### config.mk
export PLATFORM = sky130hd
export DESIGN_NAME = uart_tx_sched_flat
export DESIGN_NICKNAME = d
export VERILOG_FILES = /design/src/rtl/uart_ctrl_pkg.sv /design/src/rtl/uart_tx_sched_if.sv /design/src/rtl/uart_rr_arbiter.sv /design/src/rtl/uart_tx_sched.sv /design/src/flat_wrapper.sv
export SDC_FILE = /design/constraint.sdc
export NUM_CORES = 1
export LEC_CHECK = 0
export ABC_CLOCK_PERIOD_IN_PS = 7250
export BUFFER_PORTS_ARGS = -buffer_cell sky130_fd_sc_hd__buf_2
export CELL_PAD_IN_SITES_DETAIL_PLACEMENT = 1
export CELL_PAD_IN_SITES_GLOBAL_PLACEMENT = 1
export CORE_MARGIN = 1.5
export CORE_UTILIZATION = 44
export CTS_CLUSTER_DIAMETER = 100
export DETAILED_ROUTE_END_ITERATION = 10
export PLACE_DENSITY_LB_ADDON = 0.2
export SYNTH_ARGS = -nofsm -noshare
export SYNTH_HDL_FRONTEND = slang
export SYNTH_SLANG_ARGS = --single-unit
### constraint.sdc
create_clock -name CLK -period 7.25 [get_ports CLK]
set_input_delay 1.45 -clock CLK [delete_from_list [all_inputs] [get_ports CLK]]
set_output_delay 1.45 -clock CLK [all_outputs]
set_load 0.005 [all_outputs]
### src/rtl/uart_ctrl_pkg.sv
// Shared UART controller constants: scheduler FSM encodings and counter widths.
package uart_ctrl_pkg;

    typedef enum logic [2:0] {
        ST_IDLE     = 3'd0,
        ST_ARB      = 3'd1,
        ST_WAIT_RDY = 3'd2,
        ST_WRITE    = 3'd3,
        ST_SETTLE   = 3'd4
    } state_e;

    localparam int LOCK_CNT_W   = 16;
    localparam int SETTLE_CNT_W = 8;

endpackage

### src/rtl/uart_tx_sched_if.sv
// Requester byte bus, UART write port and status for the TX scheduler.
// slave = scheduler side, master = requesters plus UART ready.
interface uart_tx_sched_if #(
    parameter int NUM_REQ = 4
);
    logic [NUM_REQ-1:0]         REQ_VALID;
    logic [8*NUM_REQ-1:0]       REQ_DATA;
    logic [NUM_REQ-1:0]         REQ_LAST;
    logic [NUM_REQ-1:0]         REQ_READY;
    logic                       TXRDY;
    logic                       CSN;
    logic                       WEN;
    logic [7:0]                 DATA_IN;
    logic [$clog2(NUM_REQ)-1:0] GRANT_ID;
    logic                       BUSY;
    logic                       LOCK_ABORT;

    modport master (
        output REQ_VALID, REQ_DATA, REQ_LAST, TXRDY,
        input  REQ_READY, CSN, WEN, DATA_IN, GRANT_ID, BUSY, LOCK_ABORT
    );

    modport slave (
        input  REQ_VALID, REQ_DATA, REQ_LAST, TXRDY,
        output REQ_READY, CSN, WEN, DATA_IN, GRANT_ID, BUSY, LOCK_ABORT
    );
endinterface

### src/rtl/uart_rr_arbiter.sv
// Combinational round-robin pick: first requester after last_grant, wrapping; zero latency.
module uart_rr_arbiter #(
    parameter int N = 4
) (
    input  logic [N-1:0]         req,
    input  logic [$clog2(N)-1:0] last_grant,
    output logic [$clog2(N)-1:0] gnt,
    output logic                 any
);
    logic [$clog2(N)-1:0] idx;

    always_comb begin
        gnt = '0;
        any = 1'b0;
        idx = '0;
        for (int k = 1; k <= N; k++) begin
            idx = $clog2(N)'((int'(last_grant) + k) % N);
            if (!any && req[idx]) begin
                gnt = idx;
                any = 1'b1;
            end
        end
    end
endmodule

### src/rtl/uart_tx_sched.sv
// Round-robin byte scheduler feeding a UART; a packet holds the grant until LAST or lock timeout.
// First byte strobes 2 cycles after VALID; requesters stall until their one-cycle REQ_READY pulse.
module uart_tx_sched
    import uart_ctrl_pkg::*;
#(
    parameter int NUM_REQ      = 4,
    parameter int LOCK_TIMEOUT = 1024,
    parameter int SETTLE_CYC   = 2
) (
    input  logic           CLK,
    input  logic           RESET_N,
    uart_tx_sched_if.slave bus
);
    localparam int IDW = $clog2(NUM_REQ);

    state_e                  state_q, state_d;
    logic [IDW-1:0]          grant_q, grant_d;
    logic [IDW-1:0]          last_grant_q, last_grant_d;
    logic [LOCK_CNT_W-1:0]   lock_cnt_q, lock_cnt_d;
    logic [SETTLE_CNT_W-1:0] settle_cnt_q, settle_cnt_d;
    logic                    last_byte_q, last_byte_d;
    logic                    csn_q, csn_d;
    logic                    wen_q, wen_d;
    logic                    busy_q, busy_d;
    logic                    abort_q, abort_d;
    logic [7:0]              data_q, data_d;
    logic [NUM_REQ-1:0]      ready_q, ready_d;

    logic [IDW-1:0] arb_gnt, sel;
    logic           arb_any, sel_vld, sel_last;
    logic [7:0]     sel_dat;

    uart_rr_arbiter #(.N(NUM_REQ)) u_arb (
        .req        (bus.REQ_VALID),
        .last_grant (last_grant_q),
        .gnt        (arb_gnt),
        .any        (arb_any)
    );

    // In ARB the fresh winner is examined directly, so a ready UART is written without a WAIT_RDY cycle.
    assign sel      = (state_q == ST_ARB) ? arb_gnt : grant_q;
    assign sel_vld  = bus.REQ_VALID[sel];
    assign sel_last = bus.REQ_LAST[sel];
    assign sel_dat  = bus.REQ_DATA[int'(sel)*8 +: 8];

    always_comb begin
        state_d      = state_q;
        grant_d      = grant_q;
        last_grant_d = last_grant_q;
        lock_cnt_d   = lock_cnt_q;
        settle_cnt_d = settle_cnt_q;
        last_byte_d  = last_byte_q;
        data_d       = data_q;
        csn_d        = 1'b1;
        wen_d        = 1'b1;
        ready_d      = '0;
        abort_d      = 1'b0;
        case (state_q)
            ST_IDLE: if (|bus.REQ_VALID) state_d = ST_ARB;
            ST_ARB: begin
                if (arb_any) begin
                    grant_d      = arb_gnt;
                    last_grant_d = arb_gnt;
                    lock_cnt_d   = '0;
                    state_d      = ST_WAIT_RDY;
                end else begin
                    state_d = ST_IDLE;
                end
            end
            ST_WAIT_RDY: begin
                // Only an absent owner ages the lock; a slow UART never does.
                if (!sel_vld) begin
                    if (lock_cnt_q == LOCK_CNT_W'(LOCK_TIMEOUT - 1)) begin
                        abort_d    = 1'b1;
                        lock_cnt_d = '0;
                        state_d    = ST_IDLE;
                    end else begin
                        lock_cnt_d = lock_cnt_q + 1'b1;
                    end
                end else begin
                    lock_cnt_d = '0;
                end
            end
            ST_WRITE: begin
                settle_cnt_d = '0;
                state_d      = ST_SETTLE;
            end
            ST_SETTLE: begin
                if (settle_cnt_q == SETTLE_CNT_W'(SETTLE_CYC - 1)) begin
                    state_d = last_byte_q ? ST_IDLE : ST_WAIT_RDY;
                end else begin
                    settle_cnt_d = settle_cnt_q + 1'b1;
                end
            end
            default: state_d = ST_IDLE;
        endcase

        if ((state_q == ST_ARB || state_q == ST_WAIT_RDY) && sel_vld && bus.TXRDY) begin
            state_d      = ST_WRITE;
            csn_d        = 1'b0;
            wen_d        = 1'b0;
            ready_d[sel] = 1'b1;
            data_d       = sel_dat;
            last_byte_d  = sel_last;
            lock_cnt_d   = '0;
        end
        busy_d = (state_d != ST_IDLE);
    end

    always_ff @(posedge CLK or negedge RESET_N) begin
        if (!RESET_N) begin
            state_q      <= ST_IDLE;
            grant_q      <= '0;
            last_grant_q <= IDW'(NUM_REQ - 1);
            lock_cnt_q   <= '0;
            settle_cnt_q <= '0;
            last_byte_q  <= 1'b0;
            data_q       <= '0;
            csn_q        <= 1'b1;
            wen_q        <= 1'b1;
            ready_q      <= '0;
            busy_q       <= 1'b0;
            abort_q      <= 1'b0;
        end else begin
            state_q      <= state_d;
            grant_q      <= grant_d;
            last_grant_q <= last_grant_d;
            lock_cnt_q   <= lock_cnt_d;
            settle_cnt_q <= settle_cnt_d;
            last_byte_q  <= last_byte_d;
            data_q       <= data_d;
            csn_q        <= csn_d;
            wen_q        <= wen_d;
            ready_q      <= ready_d;
            busy_q       <= busy_d;
            abort_q      <= abort_d;
        end
    end

    assign bus.CSN        = csn_q;
    assign bus.WEN        = wen_q;
    assign bus.DATA_IN    = data_q;
    assign bus.REQ_READY  = ready_q;
    assign bus.GRANT_ID   = grant_q;
    assign bus.BUSY       = busy_q;
    assign bus.LOCK_ABORT = abort_q;
endmodule

### src/flat_wrapper.sv
// flat-port wrapper written by rule: the top's interface ports become plain ports
module uart_tx_sched_flat import uart_ctrl_pkg::*;
#(
    parameter int NUM_REQ      = 4,
    parameter int LOCK_TIMEOUT = 1024,
    parameter int SETTLE_CYC   = 2
)
  (CLK, RESET_N, bus_REQ_VALID, bus_REQ_DATA, bus_REQ_LAST, bus_TXRDY, bus_REQ_READY, bus_CSN, bus_WEN, bus_DATA_IN, bus_GRANT_ID, bus_BUSY, bus_LOCK_ABORT);
  uart_tx_sched_if #(.NUM_REQ(NUM_REQ)) bus_i ();
  input  logic CLK;
  input  logic RESET_N;
  input wire logic [$bits(bus_i.REQ_VALID)-1:0] bus_REQ_VALID;
  input wire logic [$bits(bus_i.REQ_DATA)-1:0] bus_REQ_DATA;
  input wire logic [$bits(bus_i.REQ_LAST)-1:0] bus_REQ_LAST;
  input wire logic [$bits(bus_i.TXRDY)-1:0] bus_TXRDY;
  output wire logic [$bits(bus_i.REQ_READY)-1:0] bus_REQ_READY;
  output wire logic [$bits(bus_i.CSN)-1:0] bus_CSN;
  output wire logic [$bits(bus_i.WEN)-1:0] bus_WEN;
  output wire logic [$bits(bus_i.DATA_IN)-1:0] bus_DATA_IN;
  output wire logic [$bits(bus_i.GRANT_ID)-1:0] bus_GRANT_ID;
  output wire logic [$bits(bus_i.BUSY)-1:0] bus_BUSY;
  output wire logic [$bits(bus_i.LOCK_ABORT)-1:0] bus_LOCK_ABORT;
  assign bus_i.REQ_VALID = bus_REQ_VALID;
  assign bus_i.REQ_DATA = bus_REQ_DATA;
  assign bus_i.REQ_LAST = bus_REQ_LAST;
  assign bus_i.TXRDY = bus_TXRDY;
  assign bus_REQ_READY = bus_i.REQ_READY;
  assign bus_CSN = bus_i.CSN;
  assign bus_WEN = bus_i.WEN;
  assign bus_DATA_IN = bus_i.DATA_IN;
  assign bus_GRANT_ID = bus_i.GRANT_ID;
  assign bus_BUSY = bus_i.BUSY;
  assign bus_LOCK_ABORT = bus_i.LOCK_ABORT;
  uart_tx_sched #(.NUM_REQ(NUM_REQ), .LOCK_TIMEOUT(LOCK_TIMEOUT), .SETTLE_CYC(SETTLE_CYC)) u_core (.CLK(CLK), .RESET_N(RESET_N), .bus(bus_i));
endmodule
# Word-level counts from Yosys, hierarchy flattened
# Index checks and enable logic that the tools add are counted.
classes:
  eq_ne: 8
  n_div: 0
  mul: 0
  addsub: 6
  n_lt_le_gt_ge: 6
  muxes: 43
  bitwise: 0
  n_reduce_logical: 18
  shifts: 1
ops:
  columns: ["operator", "n"]
  rows:
  - ["$mux 16", 4]
  - ["$pmux 16 s2", 1]
  - ["$shiftx 32x6->8", 1]
  - ["$add 16x1->16 const B", 1]
  - ["$eq 16x10->1 const B", 1]
  - ["$pmux 8 s2", 1]
  - ["$lt 2x3->1 const B", 5]
  - ["$mux 1", 15]
  - ["$mux 3", 5]
  - ["$pmux 3 s5", 1]
  - ["$mux 2", 7]
  - ["$bmux 1 s2", 6]
  - ["$add 8x1->8 const B", 1]
  - ["$eq 8x1->1 const B", 1]
  - ["$mux 8", 1]
  - ["$eq 3x2->1 const B", 2]
  - ["$logic_and 1x1->1", 6]
  - ["$reduce_and 2->1", 3]
  - ["$reduce_bool 3->1", 2]
  - ["$add 2x1->2 const B", 2]
  - ["$add 2x2->2 const B", 2]
  - ["$mux 4", 1]
  - ["$reduce_or 4->1", 1]
  - ["$eq 3x1->1 const B", 1]
  - ["other kinds (9)", 11]
word_totals:
  mem_bits_ro: 0
  input_bits: 43
  ff_bits: 47
  ram_bits: 0
  latchBits: 0
  memories: 0
  output_inout_bits: 18

# Logic depth before layout (Yosys ltp)
logic_depth:
  ltp_word: 20
  ltp_mapped: 10
  mapped_depth_nobuf: 8

# Hierarchy
# Synthesis repeated with hierarchy kept, for this count alone.
unflattened:
  cells_unflattened: 268
  hier_area_um2: 2745.1
by_module_without_submodules:
  columns: ["module", "area_each_um2", "cells_per_inst", "seq_area_each_um2", "n_inst"]
  rows:
  - ["uart_tx_sched", 2653.8, 254, 1179.9, 1]
  - ["uart_rr_arbiter", 91.3, 14, 0.0, 1]

# Worst setup path after synthesis
# Ideal clock, no wire load.
synth_path:
  path_type: "input to register"
  startpoint: "in bus_REQ_VALID[2]"
  endpoint: "reg u_core.data_q[0], in the netlist u_core.bus.DATA_IN[0]"
  required_ns: 7.129
  setup_time_ns: 0.121
  path_stages: 8
  slack_ns: 3.862
  n_path_buf: 1
  arrival_time_ns: 3.267
  path_cell_list: "or4_4 > nand2_4 > nor4_2 > a32o_2 > a211oi_4 > nor2_1 > buf_2 > o22a_1"
synth_via:
  elab_chain_cells: 17
  elab_cells_between_ends: 27
synth_lines:
  columns: ["element", "line", "source"]
  rows:
  - ["start: declaration", "flat_wrapper.sv:12", "input wire logic [$bits(bus_i.REQ_VALID)-1:0] bus_REQ_VALID;"]
  - ["branches (longest 17 deep; another with $bmux 1 s2)", null, null]
  - ["end signal: assignment", "uart_tx_sched.sv:131", "data_q <= data_d;"]
  - ["end: declaration", "uart_tx_sched.sv:26", "logic [7:0] data_q, data_d;"]
# Several ways; the timed one is not identified. The select of a mux whose other input is x is not followed.
# A chain may end at the register's enable or synchronous reset.

# Worst setup path after layout
layout_path:
  startpoint: "in bus_REQ_VALID[3]"
  endpoint: "reg u_core.last_byte_q"
layout_via:
  elab_chain_cells: 17
  elab_cells_between_ends: 28
layout_lines:
  columns: ["element", "line", "source"]
  rows:
  - ["$bmux 1 s2", "uart_rr_arbiter.sv:18", "if (!any && req[idx]) begin"]
  - ["$mux 1 (implied by the code)", "uart_rr_arbiter.sv:18", null]
  - ["$mux 1", "uart_rr_arbiter.sv:18", null]
  - ["$logic_not 1->1", "uart_rr_arbiter.sv:18", null]
  - ["$logic_and 1x1->1", "uart_rr_arbiter.sv:18", null]
  - ["$mux 1", "uart_rr_arbiter.sv:18", null]
  - ["$logic_not 1->1", "uart_rr_arbiter.sv:18", null]
  - ["$logic_and 1x1->1", "uart_rr_arbiter.sv:18", null]
  - ["$mux 1", "uart_rr_arbiter.sv:18", null]
  - ["$logic_not 1->1", "uart_rr_arbiter.sv:18", null]
  - ["$logic_and 1x1->1", "uart_rr_arbiter.sv:18", null]
  - ["$mux 2", "uart_rr_arbiter.sv:18", null]
  - ["$mux 2", "uart_tx_sched.sv:41", "assign sel = (state_q == ST_ARB) ? arb_gnt : grant_q;"]
  - ["$bmux 1 s2", "uart_tx_sched.sv:42", "assign sel_vld = bus.REQ_VALID[sel];"]
  - ["$mux 1 (implied by the code)", "uart_tx_sched.sv:42", null]
  - ["$logic_and 1x1->1 (2 in series)", "uart_tx_sched.sv:98", "if ((state_q == ST_ARB || state_q == ST_WAIT_RDY) && sel_vld && bus.TXRDY) begin"]
  - ["end signal: assignment", "uart_tx_sched.sv:130", "last_byte_q <= last_byte_d;"]
  - ["end: declaration", "uart_tx_sched.sv:21", "logic last_byte_q, last_byte_d;"]
# Several ways; a longest one is shown, not always the timed one. The select of a mux whose other input is x is not followed.

==> summary.md <==
| Metric | Value |
|---|---|
| DRC Markers | 0 |
| Final WL | about 7700 um |
| Tcrit/Tclk final | 0.550 |
| Layout cell share with drive strength beyond 1 | 0.222 |
| Layout area overhead | 13.5% |
| Core Area | 6310 um2 |
| Worst slack at placement | 2.95 ns |
| Crit Path Max Fanout | 19 |
| Fmax | approximately 250 MHz |
| Routed vias | between 2000 and 3000 |
| Fillers | between 700 and 800 |
| Net switching power | roughly 0.50 mW |
| Post-CTS Resized | 0 |
| Worst Tran Pin Value | approximately 1.2 ns |
| Final setup fails | 0 |
| Clk_skew | around 0.005 ns |
| Setup ws final | 3.26 ns |
| Crit path arrival time | around 4.2 ns |
| Cell Area, Synth | around 2900 um2 |
| Crit Path Category | in -> reg |
| CTS tree | built |
| Via/cell ratio | 6.07 |
| CTS sink cnt | 47 |
| Power Dens Cells | ~350 nW/um2 |
| Min Tclk post-route | 3.99 ns |
| Die width | roughly 84 um |
| Max_slew headroom | 0.208 |
| Number of synthesized flops with an enable pin | 0 |
| Total negative slack | 0 ns |
| Critical path, cell by cell | buf_2, or4_4, nand2_4, nor4_2, a32o_2, a211oi_4, nor2_1, inv_1, o21ai_1 |
| CTS max path bufs | 2 |
| I/O pin total | 61 |
| Drt first pass iters | 4 |
| Avg Cell Area, Syn | ~9 um2 |
| Critical Path Sink Type | register |
| Clock Power Share | 0.140 |
| # diodes | 0 |
| Clock transition at the registers of the reported paths | around 0.090 ns |
| HPWL after DPL | ~5700 um |
| CTS buffer count | 5 |
| Largest net degree at the start of global routing | 48 |
| Vias in the first global route | roughly 2700 |
| RePlAce Congestion | 0.840 |
| Die area | 7000 um2 |
| Sequential fraction of design power | 0.351 |
| Comb pwr share | 0.509 |
| WL per Instance | approximately 17 um |
| CP required | between 7 and 8 ns |
| Sw frac | 0.444 |
| Peak per-stage delay on the critical path | 0.72 ns |
| Initial Util | 0.454 |
| Commonest non-fill, non-tap cell in the layout | buf_2 |
| Clk_lat worst skew | roughly 0.3 ns |
| Async S/R FF share, synth | 1.00 |
| Maxcap violations | 0 |
| HP Class | reg -> reg |
| Die Height | around 84 um |
| P_int | around 0.63 mW |
| Ys flop type | dfrtp_1 |
| Status | finished clean |
| Yosys cell types | 56 |
| Seq/Total Area, Yosys | 0.412 |
| Worst setup SP type | input port |
| Fin. Hold Viols | 0 |
| Overall routing resource usage | 0.233 |
| Initial antenna violation count | 0 |
| Rows | 29 |
| RSZ-0062 raised after global routing | false |
| Pleak | 1.46 nW |
| Yosys Warn Count | 0 |
| Postcts setup bufs | 0 |
| IO Port Bufs | 60 |
| CTS root buffer | clkbuf_8 |
| Most frequent cells in the layout | buf_2, dfrtp_1, nand2_1 |
| H-tree level count | 2 |
| Net Count, Synth | ~370 |
| Post-layout util | 0.515 |
| Final Max Slew Viols | 0 |
| Critical path's slowest cell | a211oi_4 |
| Mapped Cells | 321 |
| Cts hold-fix bufs | 0 |
| 1st-iter DRT viols | around 240 |
| First-pass GRT wire length | roughly 14000 um |
| Nets | approximately 420 |
| Worst VDD drop | roughly 0.00015 V |
| Synth Register Bits | 47 |
| Antenna Nets Post-Route | 0 |
| Grt ovf | 0 |
## worst max-delay path, delay by kind of cell
| kind | cells | cell delay (ns) |
|---|---|---|
| simple gates | 4 | 1.13 |
| buf+inv | 2 | 0.41 |
| compound gates | 3 | 1.16 |
## synthesized netlist by cell type, types with 2 or more instances
library cell / n / share of area
buf_2: 6 / 0.010
inv_1: 8 / 0.010
o21a_1: 2 / 0.0052
and2_1: 7 / 0.015
a22o_1: 12 / 0.037
o31ai_1: 2 / 0.0052
o22a_1: 8 / 0.024
dfstp_2: 3 / 0.028
nand2_1: 34 / 0.045
mux2i_1: 4 / 0.014
a21o_1: 4 / 0.010
clkbuf_1: 10 / 0.013
a221o_1: 2 / 0.0070
buf_6: 2 / 0.0079
o21ai_0: 15 / 0.026
nand3_1: 22 / 0.038
nand4_1: 6 / 0.013
or3_1: 5 / 0.011
ha_1: 3 / 0.013
dfrtp_1: 44 / 0.38
o21ai_1: 5 / 0.0087
nor3_1: 5 / 0.0087
mux2_2: 2 / 0.0079
and3_1: 9 / 0.020
xor2_1: 5 / 0.015
nor4_1: 4 / 0.0087
nor2_1: 23 / 0.030
nand2b_1: 4 / 0.0087
a21oi_1: 29 / 0.051
a222oi_1: 8 / 0.028
a31oi_1: 3 / 0.0066
## cell families (layout without fill, tap and decap cells)
family | count (synthesis) | in the layout | synth area share
fa+ha+maj | 3 | 3 | 0.0131
simple gates | 127 | 127 | 0.227
xor+xnor | 6 | 6 | 0.0183
mux | 6 | 6 | 0.0218
compound gates | 104 | 104 | 0.262
flops | 47 | 47 | 0.412
buf+inv | 28 | 77 | 0.0459
## stage by stage
step,power (mW),cells,cell area [um2],hold WS [ns]
after floorplan,0.823,321,2860,0.454
after global placement,0.958,439,3170,0.475
after detailed placement,0.975,439,3170,0.494
after CTS,1.14,447,3250,0.514
after global routing,1.22,447,3250,0.536
final,1.13,447,3250,0.508
## layout make-up
| type | count | area (um2) | area share |
|---|---|---|---|
| multi-input combinational | 246 | 1550 | 0.477 |
| sequential | 47 | 1180 | 0.363 |
| clock buffer | 6 | 72.6 | 0.0223 |
| tap | 77 | 96.3 | 0.0296 |
| timing repair buffer | 61 | 308 | 0.0947 |
| inverter | 8 | 30.0 | 0.00923 |
| clock inverter | 2 | 12.5 | 0.00385 |
## final timing paths
path / startpoint / endpoint / slack (ns) / cells past startpoint
worst max-delay path: bus_REQ_VALID[3] / u_core.last_byte_q / 3.26 / 9
worst min-delay path: u_core.lock_cnt_q[14] / u_core.lock_cnt_q[14] / 0.51 / 1
worst max register to register: u_core.state_q[0] / u_core.last_byte_q / 3.96 / 8
worst min register to register: u_core.lock_cnt_q[14] / u_core.lock_cnt_q[14] / 0.51 / 1
max in group asynchronous: RESET_N / u_core.bus.DATA_IN[0] / 5.59 / 2
min in group asynchronous: RESET_N / u_core.bus.REQ_READY[2] / 1.23 / 2
## registers in the layout (all words and copies together), names as in the netlist
register,flops
u_core.bus.DATA_IN,8
u_core.last_grant_q,2
u_core.bus.CSN,1
u_core.bus.GRANT_ID,2
u_core.bus.BUSY,1
u_core.settle_cnt_q,8
u_core.lock_cnt_q,16
u_core.last_byte_q,1
u_core.state_q,3
u_core.bus.REQ_READY,4
u_core.bus.LOCK_ABORT,1
## power by group through the flow
stage,Sequential [mW],Clock (mW),Combinational [mW]
2_1_floorplan,0.371,0,0.453
3_3_place_gp,0.400,0,0.558
3_5_place_dp,0.401,0,0.574
4_1_cts,0.396,0.163,0.576
5_1_grt,0.408,0.178,0.637
6_report,0.395,0.158,0.573
## per-layer routing
| layer | part of all wire | vias to the layer above | wire [um] | global-route usage |
|---|---|---|---|---|
| met5 | 0 | - | 0 | 0 |
| met4 | 0.0079 | 0 | 61 | 0.0611 |
| met3 | 0.060 | 8 | 464 | 0.0376 |
| met2 | 0.46 | 93 | 3570 | 0.370 |
| met1 | 0.47 | 1316 | 3640 | 0.334 |
| li1 | - | 1297 | - | - |
Note: power is estimated with default switching activity, not from simulation.
